===== src/rtl/mem_arbiter.sv =====
// Purpose: merges fetch-stage instruction reads and request-unit data reads/writes onto one RAM port.
// Latency: grant registered at the edge after a request; hit combinational on ramrdy (>= 2 cycles request->hit).
// Backpressure: requesters hold requests until hit; RAM stalls via ramrdy, bounded by a timeout abort (bus_err).
module mem_arbiter #(
  parameter int ADDR_W     = 32,
  parameter int DATA_W     = 32,
  parameter int STARVE_MAX = 4,
  parameter int TIMEOUT    = 15
) (
  input  logic              CLK,
  input  logic              nRST,
  input  logic              iREN,
  input  logic [ADDR_W-1:0] iaddr,
  output logic              ihit,
  output logic [DATA_W-1:0] iload,
  input  logic              dREN,
  input  logic              dWEN,
  input  logic [ADDR_W-1:0] daddr,
  input  logic [DATA_W-1:0] dstore,
  output logic              dhit,
  output logic [DATA_W-1:0] dload,
  output logic              ramREN,
  output logic              ramWEN,
  output logic [ADDR_W-1:0] ramaddr,
  output logic [DATA_W-1:0] ramstore,
  input  logic [DATA_W-1:0] ramload,
  input  logic              ramrdy,
  output logic              bus_err
);

  localparam int SW = $clog2(STARVE_MAX + 1);
  localparam int TW = $clog2(TIMEOUT + 1);
  localparam logic [SW-1:0] STARVE_TOP = SW'(STARVE_MAX);
  localparam logic [TW-1:0] TMO_TOP    = TW'(TIMEOUT);

  typedef enum logic [1:0] {IDLE, DBUSY, IBUSY} state_t;

  state_t            state, state_nxt;
  logic [SW-1:0]     starve, starve_nxt;
  logic [TW-1:0]     tcnt, tcnt_nxt, tcnt_inc;
  logic              ren_nxt, wen_nxt;
  logic [ADDR_W-1:0] addr_nxt;
  logic [DATA_W-1:0] store_nxt;
  logic              dreq;
  logic              owner_req;

  assign dreq = dREN | dWEN;

  // Read data is only meaningful on the owner's hit; a write completion returns zero.
  assign iload = ihit ? ramload : '0;
  assign dload = (dhit && !ramWEN) ? ramload : '0;

  // Grant arbitration, transaction completion/abort/timeout, and the starvation guard.
  always_comb begin
    state_nxt  = state;
    starve_nxt = starve;
    tcnt_nxt   = tcnt;
    tcnt_inc   = tcnt + TW'(1);
    ren_nxt    = ramREN;
    wen_nxt    = ramWEN;
    addr_nxt   = ramaddr;
    store_nxt  = ramstore;
    owner_req  = 1'b0;
    ihit       = 1'b0;
    dhit       = 1'b0;
    bus_err    = 1'b0;
    case (state)
      IDLE: begin
        // An idle instruction side has no starvation history to keep.
        if (!iREN) starve_nxt = '0;
        if (dreq && !(iREN && starve == STARVE_TOP)) begin
          state_nxt = DBUSY;
          ren_nxt   = !dWEN;
          wen_nxt   = dWEN;
          addr_nxt  = daddr;
          store_nxt = dstore;
          tcnt_nxt  = '0;
          if (iREN && starve != STARVE_TOP) starve_nxt = starve + SW'(1);
        end else if (iREN) begin
          state_nxt  = IBUSY;
          ren_nxt    = 1'b1;
          wen_nxt    = 1'b0;
          addr_nxt   = iaddr;
          store_nxt  = '0;
          tcnt_nxt   = '0;
          starve_nxt = '0;
        end
      end
      DBUSY, IBUSY: begin
        owner_req = (state == DBUSY) ? dreq : iREN;
        // A withdrawn request aborts silently, even if the RAM answers this cycle.
        if (owner_req && ramrdy) begin
          ihit = (state == IBUSY);
          dhit = (state == DBUSY);
        end
        if (owner_req && !ramrdy && tcnt_inc == TMO_TOP) bus_err = 1'b1;
        if (!owner_req || ramrdy || tcnt_inc == TMO_TOP) begin
          state_nxt = IDLE;
          ren_nxt   = 1'b0;
          wen_nxt   = 1'b0;
        end else begin
          tcnt_nxt = tcnt_inc;
        end
      end
      default: begin
        state_nxt = IDLE;
        ren_nxt   = 1'b0;
        wen_nxt   = 1'b0;
      end
    endcase
  end

  // State, counters and the registered RAM command; reset overrides everything.
  always_ff @(posedge CLK) begin
    if (nRST) begin
      state    <= IDLE;
      starve   <= '0;
      tcnt     <= '0;
      ramREN   <= 1'b0;
      ramWEN   <= 1'b0;
      ramaddr  <= '0;
      ramstore <= '0;
    end else begin
      state    <= state_nxt;
      starve   <= starve_nxt;
      tcnt     <= tcnt_nxt;
      ramREN   <= ren_nxt;
      ramWEN   <= wen_nxt;
      ramaddr  <= addr_nxt;
      ramstore <= store_nxt;
    end
  end

endmodule


===== config.mk =====
export PLATFORM = sky130hd
export DESIGN_NAME = mem_arbiter
export DESIGN_NICKNAME = d
export VERILOG_FILES = /design/src/rtl/mem_arbiter.sv
export SDC_FILE = /design/constraint.sdc
export NUM_CORES = 1
export LEC_CHECK = 0
export CORE_UTILIZATION = 36
export CTS_CLUSTER_DIAMETER = 200
export DETAILED_ROUTE_END_ITERATION = 6
export MAX_ROUTING_LAYER = met4
export PLACE_DENSITY = 0.84
export SYNTH_ARGS = -nofsm -noshare
export SYNTH_HDL_FRONTEND = slang
export SYNTH_SLANG_ARGS = --single-unit

===== constraint.sdc =====
create_clock -name CLK -period 2.5 [get_ports CLK]
set_input_delay 0.375 -clock CLK [delete_from_list [all_inputs] [get_ports CLK]]
set_output_delay 0.375 -clock CLK [all_outputs]
set_load 0.03 [all_outputs]

==> reports/summary.json <==
{
  "status": "finished, final reports clean",
  "routed_wire_length_per_instance_um": 15.8,
  "critical_path_arrival_ns": 2.04,
  "timing.critical_path.from_type": "input pin",
  "ys_seq_area_frac": 0.374,
  "core.rowCount": 38,
  "max_cap_viol_count": 0,
  "drive_above_1_share": 0.215,
  "worstSetupPathType": "in -> out",
  "number_of_buffers_and_inverters_on_the_critical_path": 3,
  "worst_pin_slew_ns": 0.982,
  "clock_tree.buffer_depth": 2,
  "setup_viol_count_final": 0,
  "final_max_slew_viol_count": 0,
  "yosys_warnings": 0,
  "post_synth_inst_count": 454,
  "grt_usage": 0.227,
  "regArea_mm2": 0.00150,
  "floorplan.initialDensity": 0.370,
  "setup_tns_ns": 0,
  "grt_pass1_wl_um": 20000,
  "power.switching_fraction": 0.322,
  "ctsRootBufferMaster": "sky130_fd_sc_hd__clkbuf_8",
  "min-delay-start": "starve[1]",
  "cellPowerDensity_mw_per_mm2": 554,
  "dp_hpwl_um": 10200,
  "grt_start_max_net_pins": 80,
  "critPathMostFrequentCell": "sky130_fd_sc_hd__buf_12",
  "worstReg2RegEnd": "tcnt[3]",
  "worstRegToRegCells": 8,
  "num_antenna_cells": 0,
  "topRoutingLayerUsed": "met4",
  "power.share.combinational": 0.357,
  "worstReg2RegStart": "state[1]",
  "fp.dieH_um": 108,
  "fp.dieW_um": 108,
  "clock_sink_count": 75,
  "min_path_cells": 2,
  "timing.hold.worst_endpoint": "starve[1]",
  "internal_power_mw": 2.62,
  "fin_crit_ns": 2.42,
  "syn-cell-area_mm2": 0.00401,
  "initial_antenna_violation_count": 0,
  "share_clk_of_total_power": 0.281,
  "yosys.cell_types.count": 48,
  "timing.final.crit_share": 0.967,
  "path_clk_slew_ns": 0.07,
  "finalHoldViolCount": 0,
  "max_clock_freq_mhz": 414,
  "multi_input_comb_area_mm2": 0.00226,
  "dieArea_mm2": 0.0116,
  "mapped_avg_cell_area_um2": 8.84,
  "synthToLayoutAreaGrowth_pct": 74.2,
  "dr.pass1.iters": 5,
  "num-nets-final": 848,
  "num-fill-cells": 903,
  "p_switching_mw": 1.25,
  "gp_routability_congestion": 0.950,
  "critical_path_required_ns": 2.12,
  "detail_route.drc_violations": 0,
  "first_global_vias": 4099,
  "postSynthRegisterBits": 75,
  "met3RoutedLength_um": 857,
  "overflow": 0,
  "peakVddDrop_uv": 330,
  "cpLargestDelayFamily": "simple AND/OR/NAND/NOR gates",
  "detail-route-antenna-nets": 0,
  "crit_path_max_fanout": 32,
  "wl_met1_um": 5160,
  "route.vias.total": 4243,
  "coreArea_mm2": 0.0108,
  "worstPathCellList": "clkdlybuf4s50_1 > or2_4 > and4_1 > and2b_1 > buf_12 > and2_1 > buf_12",
  "htree_levels": 3,
  "final_core_utilization": 0.645,
  "io_buffer_count": 266,
  "dr.first_iter.drc_count": 277,
  "rrSetupSlack_ns": 0.53,
  "crit_slowest_cell": "sky130_fd_sc_hd__clkdlybuf4s50_1",
  "wl_met2_um": 7050,
  "cpPeakStageDelay_ns": 0.48,
  "tritoncts": "built",
  "num_io_pins": 267,
  "slew_headroom": 0.345,
  "pwr-share-seq": 0.362,
  "setup.worst_path.end_class": "output pin",
  "drt-total-wl_um": 13400,
  "cts_inserted_buffers": 9,
  "syn_nets": 595,
  "hold_path_class": "reg -> reg",
  "leakagePower_nw": 2.81,
  "via_per_inst": 4.99,
  "fin_worst_skew_ns": 0.0105,
  "worstSkewPairLatency_ns": 0.34
}
worst min-delay path: stages (launching register included):
cell and delay, ns:
sky130_fd_sc_hd__dfxtp_1 0.33, sky130_fd_sc_hd__nand2_1 0.07, sky130_fd_sc_hd__a21oi_1 0.05
worst max path at each step:
stage                      to     start  cells after the start  slack (ns)
detailed placement   dload[3]      dWEN                      7        0.09
global placement     dload[2]      dWEN                      7        0.13
finish               dload[5]      dWEN                      7        0.08
floorplan           dload[10]  state[0]                      6        0.27
CTS                  dload[3]  state[0]                      7       0.001
global route        iload[15]  state[1]                      8       -0.01
layout by cell type (no fill, tap or decap), types with 2 or more instances in the layout:
cell type                         netlist  final
sky130_fd_sc_hd__nand3_1               35     35
sky130_fd_sc_hd__ha_1                   7      6
sky130_fd_sc_hd__o22ai_1                2      2
sky130_fd_sc_hd__dfxtp_1               75     75
sky130_fd_sc_hd__nand4_1                2      2
sky130_fd_sc_hd__a311oi_2              32     32
sky130_fd_sc_hd__clkbuf_8               0      9
sky130_fd_sc_hd__buf_4                  2     70
sky130_fd_sc_hd__and2_1                64     61
sky130_fd_sc_hd__nand2_1               40     40
sky130_fd_sc_hd__bufinv_16              0      3
sky130_fd_sc_hd__and2_4                 0      3
sky130_fd_sc_hd__a22oi_1               32     32
sky130_fd_sc_hd__nor2_4                 2      2
sky130_fd_sc_hd__nor2_2                 1      2
sky130_fd_sc_hd__and4_1                 3      2
sky130_fd_sc_hd__o21ai_0                3      3
sky130_fd_sc_hd__buf_12                 0     14
sky130_fd_sc_hd__inv_1                  7      7
sky130_fd_sc_hd__nand3b_1               3      3
sky130_fd_sc_hd__a21oi_1                6      6
sky130_fd_sc_hd__nand2b_1               4      4
sky130_fd_sc_hd__clkdlybuf4s50_1        0    198
sky130_fd_sc_hd__nor2_1                70     69
kinds of logic (layout without fill, tap and decap cells):
group,after synthesis,in the layout,share of synthesized area
simple gates,237,237,0.309
compound gates,85,85,0.223
flops,75,75,0.374
buf+inv,48,304,0.0674
fa+ha+maj,7,7,0.0218
xor+xnor,1,1,0.00218
mux,1,1,0.00250
area by class of cell:
type                    instances  area share
clock buffers                   9      0.0177
multi-input cells             331       0.324
inverters                       8     0.00430
well taps                     140      0.0251
repair buffers                282       0.399
flip-flops and latches         75       0.215
clock inverters                 5      0.0149
flip-flops by register name, summed over array words and instances (netlist names):
name and cells:
ramstore 32, ramREN 1, ramWEN 1, tcnt 4, state 2, ramaddr 32
starve 3
routing by layer:
metal  up-vias  track usage
li1       2093            -
met1      1960        0.247
met2       170        0.408
met3        20       0.0478
met4         0       0.0783
met5         -            -
synthesized netlist by cell type, drive strengths merged:
cell type | n | area share
dfxtp | 75 | 0.37
nor2 | 73 | 0.073
and2 | 64 | 0.10
nand2 | 41 | 0.039
nand3 | 36 | 0.046
a22oi | 32 | 0.060
a311oi | 32 | 0.12
buf | 23 | 0.044
clkbuf | 17 | 0.016
inv | 8 | 0.0075
ha | 7 | 0.022
a21oi | 6 | 0.0075
o21ai | 5 | 0.010
nand2b | 4 | 0.0062
and4 | 3 | 0.0066
nand3b | 3 | 0.0056
nand4 | 2 | 0.0031
nor3b | 2 | 0.0050
o22ai | 2 | 0.0031
o32ai | 2 | 0.0062
a221oi | 1 | 0.0037
a31oi | 1 | 0.0016
a32oi | 1 | 0.0022
and2b | 1 | 0.0019
and3 | 1 | 0.0016
and4b | 1 | 0.0034
mux2i | 1 | 0.0025
nor2b | 1 | 0.0016
nor3 | 1 | 0.0041
nor4b | 1 | 0.0059
o211ai | 1 | 0.0019
o21a | 1 | 0.0037
o31ai | 1 | 0.0031
or2 | 1 | 0.0022
or2b | 1 | 0.0019
or4b | 1 | 0.0025
xor2 | 1 | 0.0022
power groups by stage:
stage                     combinational [mW]  sequential [mW]  clock, mW
final                                   1.38             1.40       1.09
after CTS                               1.37             1.40       1.12
after global placement                  1.34             1.42          0
after detailed placement                1.37             1.43          0
after global routing                    1.47             1.42       1.17
after floorplan                        0.554             1.66          0
what timing repair did:
| action | in CTS | in global routing |
|---|---|---|
| hold buffers | 0 | 0 |
| hold endpoints to repair | 0 | 0 |
| gates resized for setup | 1 | 9 |
| buffers inserted | 0 | 1 |
| endpoints found under the setup margin | 20 | 64 |
through the flow:
stage / setup slack, ns / cell area, um2 / cells / power [mW] / hold slack (ns)
6_report: 0.0836 / 6990 / 850 / 3.87 / 0.491
2_1_floorplan: 0.266 / 4010 / 454 / 2.22 / 0.458
3_3_place_gp: 0.129 / 6710 / 835 / 2.76 / 0.469
4_1_cts: 0.00132 / 6950 / 849 / 3.90 / 0.493
3_5_place_dp: 0.0908 / 6710 / 835 / 2.80 / 0.483
5_1_grt: -0.0104 / 6990 / 850 / 4.05 / 0.521
No activity file was read; power rests on OpenSTA's default activity.
